### src/rtl/ingress_frame_writer.sv
// ingress_frame_writer
// Ingress side of one switch port: takes a framed symbol stream from the
// input link and writes it into this port's input FIFO. Every FIFO word is
// tagged with the 2-bit output-port code in bits [1:0]. The crossbar scheduler
// arbitrates on that code.
//
// Destination resolution uses a programmable 16-entry station table indexed
// by the header symbol's low nibble. Frames whose station maps to code 00 are
// swallowed and counted as drops. A header seen while a frame is still open
// aborts that frame (counted as an error). The header is then handled as a
// fresh header in the same cycle.
//
// Handshake: a beat moves when in_valid & in_ready are both high at a rising
// clk edge. in_ready may depend combinationally on fifo_full and on the
// header's table lookup. The producer must hold the beat stable until it is
// accepted. fifo_wrreq is combinational and is never asserted while fifo_full
// is high.
//
// The FSM state is exported on state_dbg (0 = IDLE, 1 = FWD, 2 = DROP).

module ingress_frame_writer #(
  parameter int SYM_W = 6,
  parameter int CNT_W = 16
) (
  input  logic               clk,
  input  logic               reset_n,
  input  logic               in_valid,
  output logic               in_ready,
  input  logic               in_sop,
  input  logic               in_eop,
  input  logic [SYM_W-1:0]   in_data,
  input  logic               fifo_full,
  output logic               fifo_wrreq,
  output logic [SYM_W+1:0]   fifo_data,
  input  logic               cfg_we,
  input  logic [3:0]         cfg_addr,
  input  logic [1:0]         cfg_code,
  output logic [CNT_W-1:0]   frames_fwd,
  output logic [CNT_W-1:0]   frames_drop,
  output logic [CNT_W-1:0]   frames_err,
  output logic [1:0]         state_dbg
);

  typedef enum logic [1:0] {
    S_IDLE = 2'd0,
    S_FWD  = 2'd1,
    S_DROP = 2'd2
  } state_t;

  state_t       state;
  logic [1:0]   code_q;
  logic [1:0]   code_tbl [16];
  logic [1:0]   lookup_code;
  logic         beat_acc;

  // Saturating increment: a statistics counter sticks at all-ones.
  function automatic logic [CNT_W-1:0] sat_inc(input logic [CNT_W-1:0] v);
    if (&v) return v;
    return v + {{(CNT_W-1){1'b0}}, 1'b1};
  endfunction

  assign state_dbg = state;
  assign beat_acc  = in_valid & in_ready;

  // Handshake and FIFO write path. A sop beat always goes through the table
  // lookup, whatever the state, because it opens a new frame. The table read
  // here sees the pre-write contents when cfg_we targets the same entry.
  always_comb begin
    lookup_code = code_tbl[in_data[3:0]];
    in_ready    = 1'b0;
    fifo_wrreq  = 1'b0;
    fifo_data   = {in_data, code_q};
    if (reset_n) begin
      if (in_sop) begin
        fifo_data = {in_data, lookup_code};
        if (lookup_code != 2'b00) begin
          in_ready   = !fifo_full;
          fifo_wrreq = in_valid & !fifo_full;
        end else begin
          in_ready = 1'b1;
        end
      end else if (state == S_FWD) begin
        in_ready   = !fifo_full;
        fifo_wrreq = in_valid & !fifo_full;
      end else begin
        // IDLE (stray non-sop beats) and DROP both sink beats silently.
        in_ready = 1'b1;
      end
    end
  end

  // Frame FSM, latched port code, station table and statistics counters.
  always_ff @(posedge clk) begin
    if (!reset_n) begin
      state       <= S_IDLE;
      code_q      <= 2'b00;
      frames_fwd  <= '0;
      frames_drop <= '0;
      frames_err  <= '0;
      for (int i = 0; i < 16; i++) code_tbl[i] <= 2'b00;
    end else begin
      if (cfg_we) code_tbl[cfg_addr] <= cfg_code;

      if (beat_acc) begin
        if (in_sop) begin
          // A header inside an open frame aborts that frame.
          if (state != S_IDLE) frames_err <= sat_inc(frames_err);
          code_q <= lookup_code;
          if (lookup_code != 2'b00) begin
            if (in_eop) begin
              state      <= S_IDLE;
              frames_fwd <= sat_inc(frames_fwd);
            end else begin
              state <= S_FWD;
            end
          end else begin
            if (in_eop) begin
              state       <= S_IDLE;
              frames_drop <= sat_inc(frames_drop);
            end else begin
              state <= S_DROP;
            end
          end
        end else begin
          case (state)
            S_FWD: begin
              if (in_eop) begin
                state      <= S_IDLE;
                frames_fwd <= sat_inc(frames_fwd);
              end
            end
            S_DROP: begin
              if (in_eop) begin
                state       <= S_IDLE;
                frames_drop <= sat_inc(frames_drop);
              end
            end
            default: begin
              // Non-sop beats outside a frame are discarded.
              state <= S_IDLE;
            end
          endcase
        end
      end
    end
  end

endmodule

### config.mk
export PLATFORM = sky130hd
export DESIGN_NAME = ingress_frame_writer
export DESIGN_NICKNAME = d
export VERILOG_FILES = /design/src/rtl/ingress_frame_writer.sv
export SDC_FILE = /design/constraint.sdc
export NUM_CORES = 1
export LEC_CHECK = 0
export CAP_MARGIN = 20
export CORE_MARGIN = 5
export CORE_UTILIZATION = 43
export DETAILED_ROUTE_END_ITERATION = 10
export GPL_ROUTABILITY_DRIVEN = 0
export PLACE_DENSITY = 0.67
export SLEW_MARGIN = 30
export SYNTH_ARGS = -nofsm -noshare
export SYNTH_HDL_FRONTEND = slang
export SYNTH_SLANG_ARGS = --single-unit
export TNS_END_PERCENT = 100
### constraint.sdc
create_clock -name clk -period 6.8 [get_ports clk]
set_input_delay 1.7 -clock clk [delete_from_list [all_inputs] [get_ports clk]]
set_output_delay 1.7 -clock clk [all_outputs]
set_load 0.1 [all_outputs]
==> key figures <==
Die
  – Die Height: 112 µm
  – Die ar.: 12,500 µm²
  – Core region area: 10,200 µm²
  – Row Count: 37
  – Starting density of the core: 0.436
  – Die width: 112 µm
  – # IOs: 79

Detailed routing
  – Vias per cell: 5.71
  – Routed via count: 3,806
  – Drt drc: 0
  – Post-DRT Antenna Nets: 0
  – Starting DRT DRC Count: 134
  – DR WL/cell: 15.7 µm
  – DR pass1 iterations: 4
  – Overall routed net length: 10,500 µm

Synth
  – Synth top area share: 0.233
  – Post-synthesis instance area: 4470 µm²
  – Syn_area_per_cell: 9.38 µm²
  – EDFF count, synth: 32
  – Most frequent cell after synthesis: nand2_1
  – Top post-synthesis cells by area: dfxtp_1 (23%), edfxtp_1 (22%), nand2_1 (4.8%), mux4_1 (4.1%), o21ai_0 (3.4%)
  – Synth Register Bits: 84
  – Area leader, netlist: dfxtp_1
  – Sequential-to-total area share from yosys stat: 0.448
  – Most used DFF post-synth: dfxtp_1
  – Post-synth ARST share: 0
  – Syn nets: 501
  – Cell variety after synth: 57
  – Synth cell count leaders: nand2_1 (57), dfxtp_1 (52), edfxtp_1 (32), o21ai_0 (30), a21oi_1 (26)
  – Post-Synthesis Cells: 476
  – Synth warnings: 0

GRT
  – Initial antenna violation count: 0
  – Number of global-route vias before repair: 3,511
  – First-pass GRT wire length: 17,100 µm
  – Tot GR Track Use: 0.163
  – Grt ovf: 0
  – Largest net degree at the start of global routing: 33

Clock network
  – Clock slew seen by the registers of the worst setup and hold paths: 0.10 ns
  – CTS root buf: clkbuf_8
  – Clock sinks: 84
  – TritonCTS clock tree: done
  – Worst skew pair latency: 0.37 ns
  – Clk buf depth: 2
  – Post-CTS Hold Buffers: 0
  – Post-CTS setup buffer count: 0
  – # H-tree levels: 3
  – Post-CTS Resized: 0
  – CTS Buf Count: 9

Layout
  – Post-route non-filler standard cell count: 666
  – Layout area overhead: 20.5%
  – Nets: 550
  – ANT cells: 0
  – Post-route cell area: 5380 µm²
  – Fraction of layout instances using a drive strength above 1: 0.0585

Hold path
  – Hold Path Sink: frames_drop[6]
  – Hold Path Class: register to register
  – Hold depth: 2
  – Hold path start: frames_drop[6]

Setup path
  – Reg2reg start: state_dbg[1]
  – Worst Reg-to-Reg Cells: 8
  – Worst Path Required: 5.10 ns
  – Crit path cell chain: clkdlybuf4s50_1, mux4_1, nand3_1, and4_1, a31oi_1, a21oi_1, buf_4
  – Slowest-stage cell, CP: clkdlybuf4s50_1
  – WS Path Type: input port to primary output
  – Crit path DAT: 4.22 ns
  – Crit. End Element: primary output
  – CP Launch Type: input port
  – Worst Path Max Fanout: 9
  – Slowest stage delay, CP: 0.74 ns
  – Worst R2R End: frames_drop[15]
  – Flop2flop setup slack: 4.17 ns

STA
  – Min Tclk post-route: 5.92 ns
  – Worst Max-Slew Pin Slew: 1.01 ns
  – Unrepaired setup endpoints after global routing: no
  – Max_slew headroom: 0.325
  – Endpoints failing hold: 0
  – Max Transition Viols Final: 0
  – Fin Setup TNS: 0 ns
  – FMAX: 169 MHz
  – Clk_skew: 0.0132 ns
  – # setup viols final: 0
  – Period utilization: 0.870
  – Setup ws final: 0.882 ns

Placed design
  – Placed cell count: 650
  – Placement Setup Slack: 0.869 ns
  – IO Port Bufs: 74
  – Placed Area: 5160 µm²
  – Half-perimeter wire length after placement: 7560 µm

Power
  – VDD IR max: 83.2 µV
  – Static Leak: 1.81 nW
  – PwrDens: 196 nW/µm²

Run
  – Max-cap violations: 0

Outcome
  – Status: completed
flip-flops by register name (all words and copies together) (netlist names):
register,flops
code_tbl,32
code_q,2
frames_fwd,16
frames_err,16
frames_drop,16
state_dbg,2
worst max path at each step:
| stage | start | to | slack (ns) | cells past startpoint |
|---|---|---|---|---|
| finish | in_data[0] | in_ready | 0.88 | 7 |
| global route | in_data[0] | in_ready | 0.72 | 7 |
| CTS | in_data[0] | in_ready | 0.87 | 7 |
| detailed placement | in_data[0] | in_ready | 0.87 | 7 |
| global placement | in_data[0] | in_ready | 0.94 | 7 |
| floorplan | in_data[0] | fifo_data[0] | 0.44 | 6 |
stage by stage:
step / hold slack [ns] / power, mW / utilization
2_1_floorplan: 0.478 / 0.649 / -
3_3_place_gp: 0.474 / 0.669 / 0.504
3_5_place_dp: 0.478 / 0.672 / 0.505
4_1_cts: 0.497 / 1.06 / 0.525
5_1_grt: 0.517 / 1.09 / 0.526
6_report: 0.490 / 1.05 / 0.526
layer usage:
metal	wire, µm	GRT usage	up-vias
met3	472	0.0266	11
met4	130	0.0543	0
li1	-	-	1899
met1	4870	0.218	1812
met5	0	0	-
met2	5010	0.269	84
report_power, final:
part | internal (mW) | total [mW] | leakage [nW] | switching, mW
clock | 0.180 | 0.392 | 0.106 | 0.212
sequential | 0.534 | 0.539 | 0.724 | 0.00561
combinational | 0.0347 | 0.121 | 0.975 | 0.0865
cell families (layout without fill, tap and decap cells):
kind of cell               count (synthesis)  count (layout)  synth area share
and+or+nand+nor                          216             216             0.255
AOI/OAI and AO/OA                        101             101             0.144
muxes                                     22              22            0.0776
DFF                                       84              84             0.448
adders and majority gates                  6               6            0.0168
buffers and inverters                     46             100            0.0560
xor gates and xnor gates                   1               1           0.00196
area by class of cell:
type	count	area [µm²]
Multi-Input combinational cell	346	2220
Fill cell	927	4850
Inverter	8	30.0
Clock buffer	9	124
Clock inverter	7	88.8
Sequential cell	84	2000
Tap cell	136	170
Timing Repair Buffer	76	741
cell usage in the layout (no fill, tap or decap), types with 8 or more instances in the layout:
master           synthesis  layout
or4_1                    8       8
clkbuf_8                 0       9
nand2b_1                 9       9
nand4_1                 15      15
or3_1                   18      18
dfxtp_1                 52      52
nor2_1                  24      24
mux2i_1                 14      14
clkdlybuf4s50_1          0      69
a21oi_1                 26      26
nand2_1                 57      57
and3_1                  10      10
nand3_1                 24      24
edfxtp_1                32      32
nor3_1                  23      23
o31ai_1                 13      13
inv_1                    8       8
o21ai_0                 30      30
worst max-delay path, delay by kind of cell:
family | cells | cell delay (ns)
AND/OR/NAND/NOR | 2 | 0.49
AO/OA/AOI/OAI | 2 | 0.35
buffers and inverters | 2 | 1.06
multiplexers | 1 | 0.61
Power figures use the tool's default switching activity.
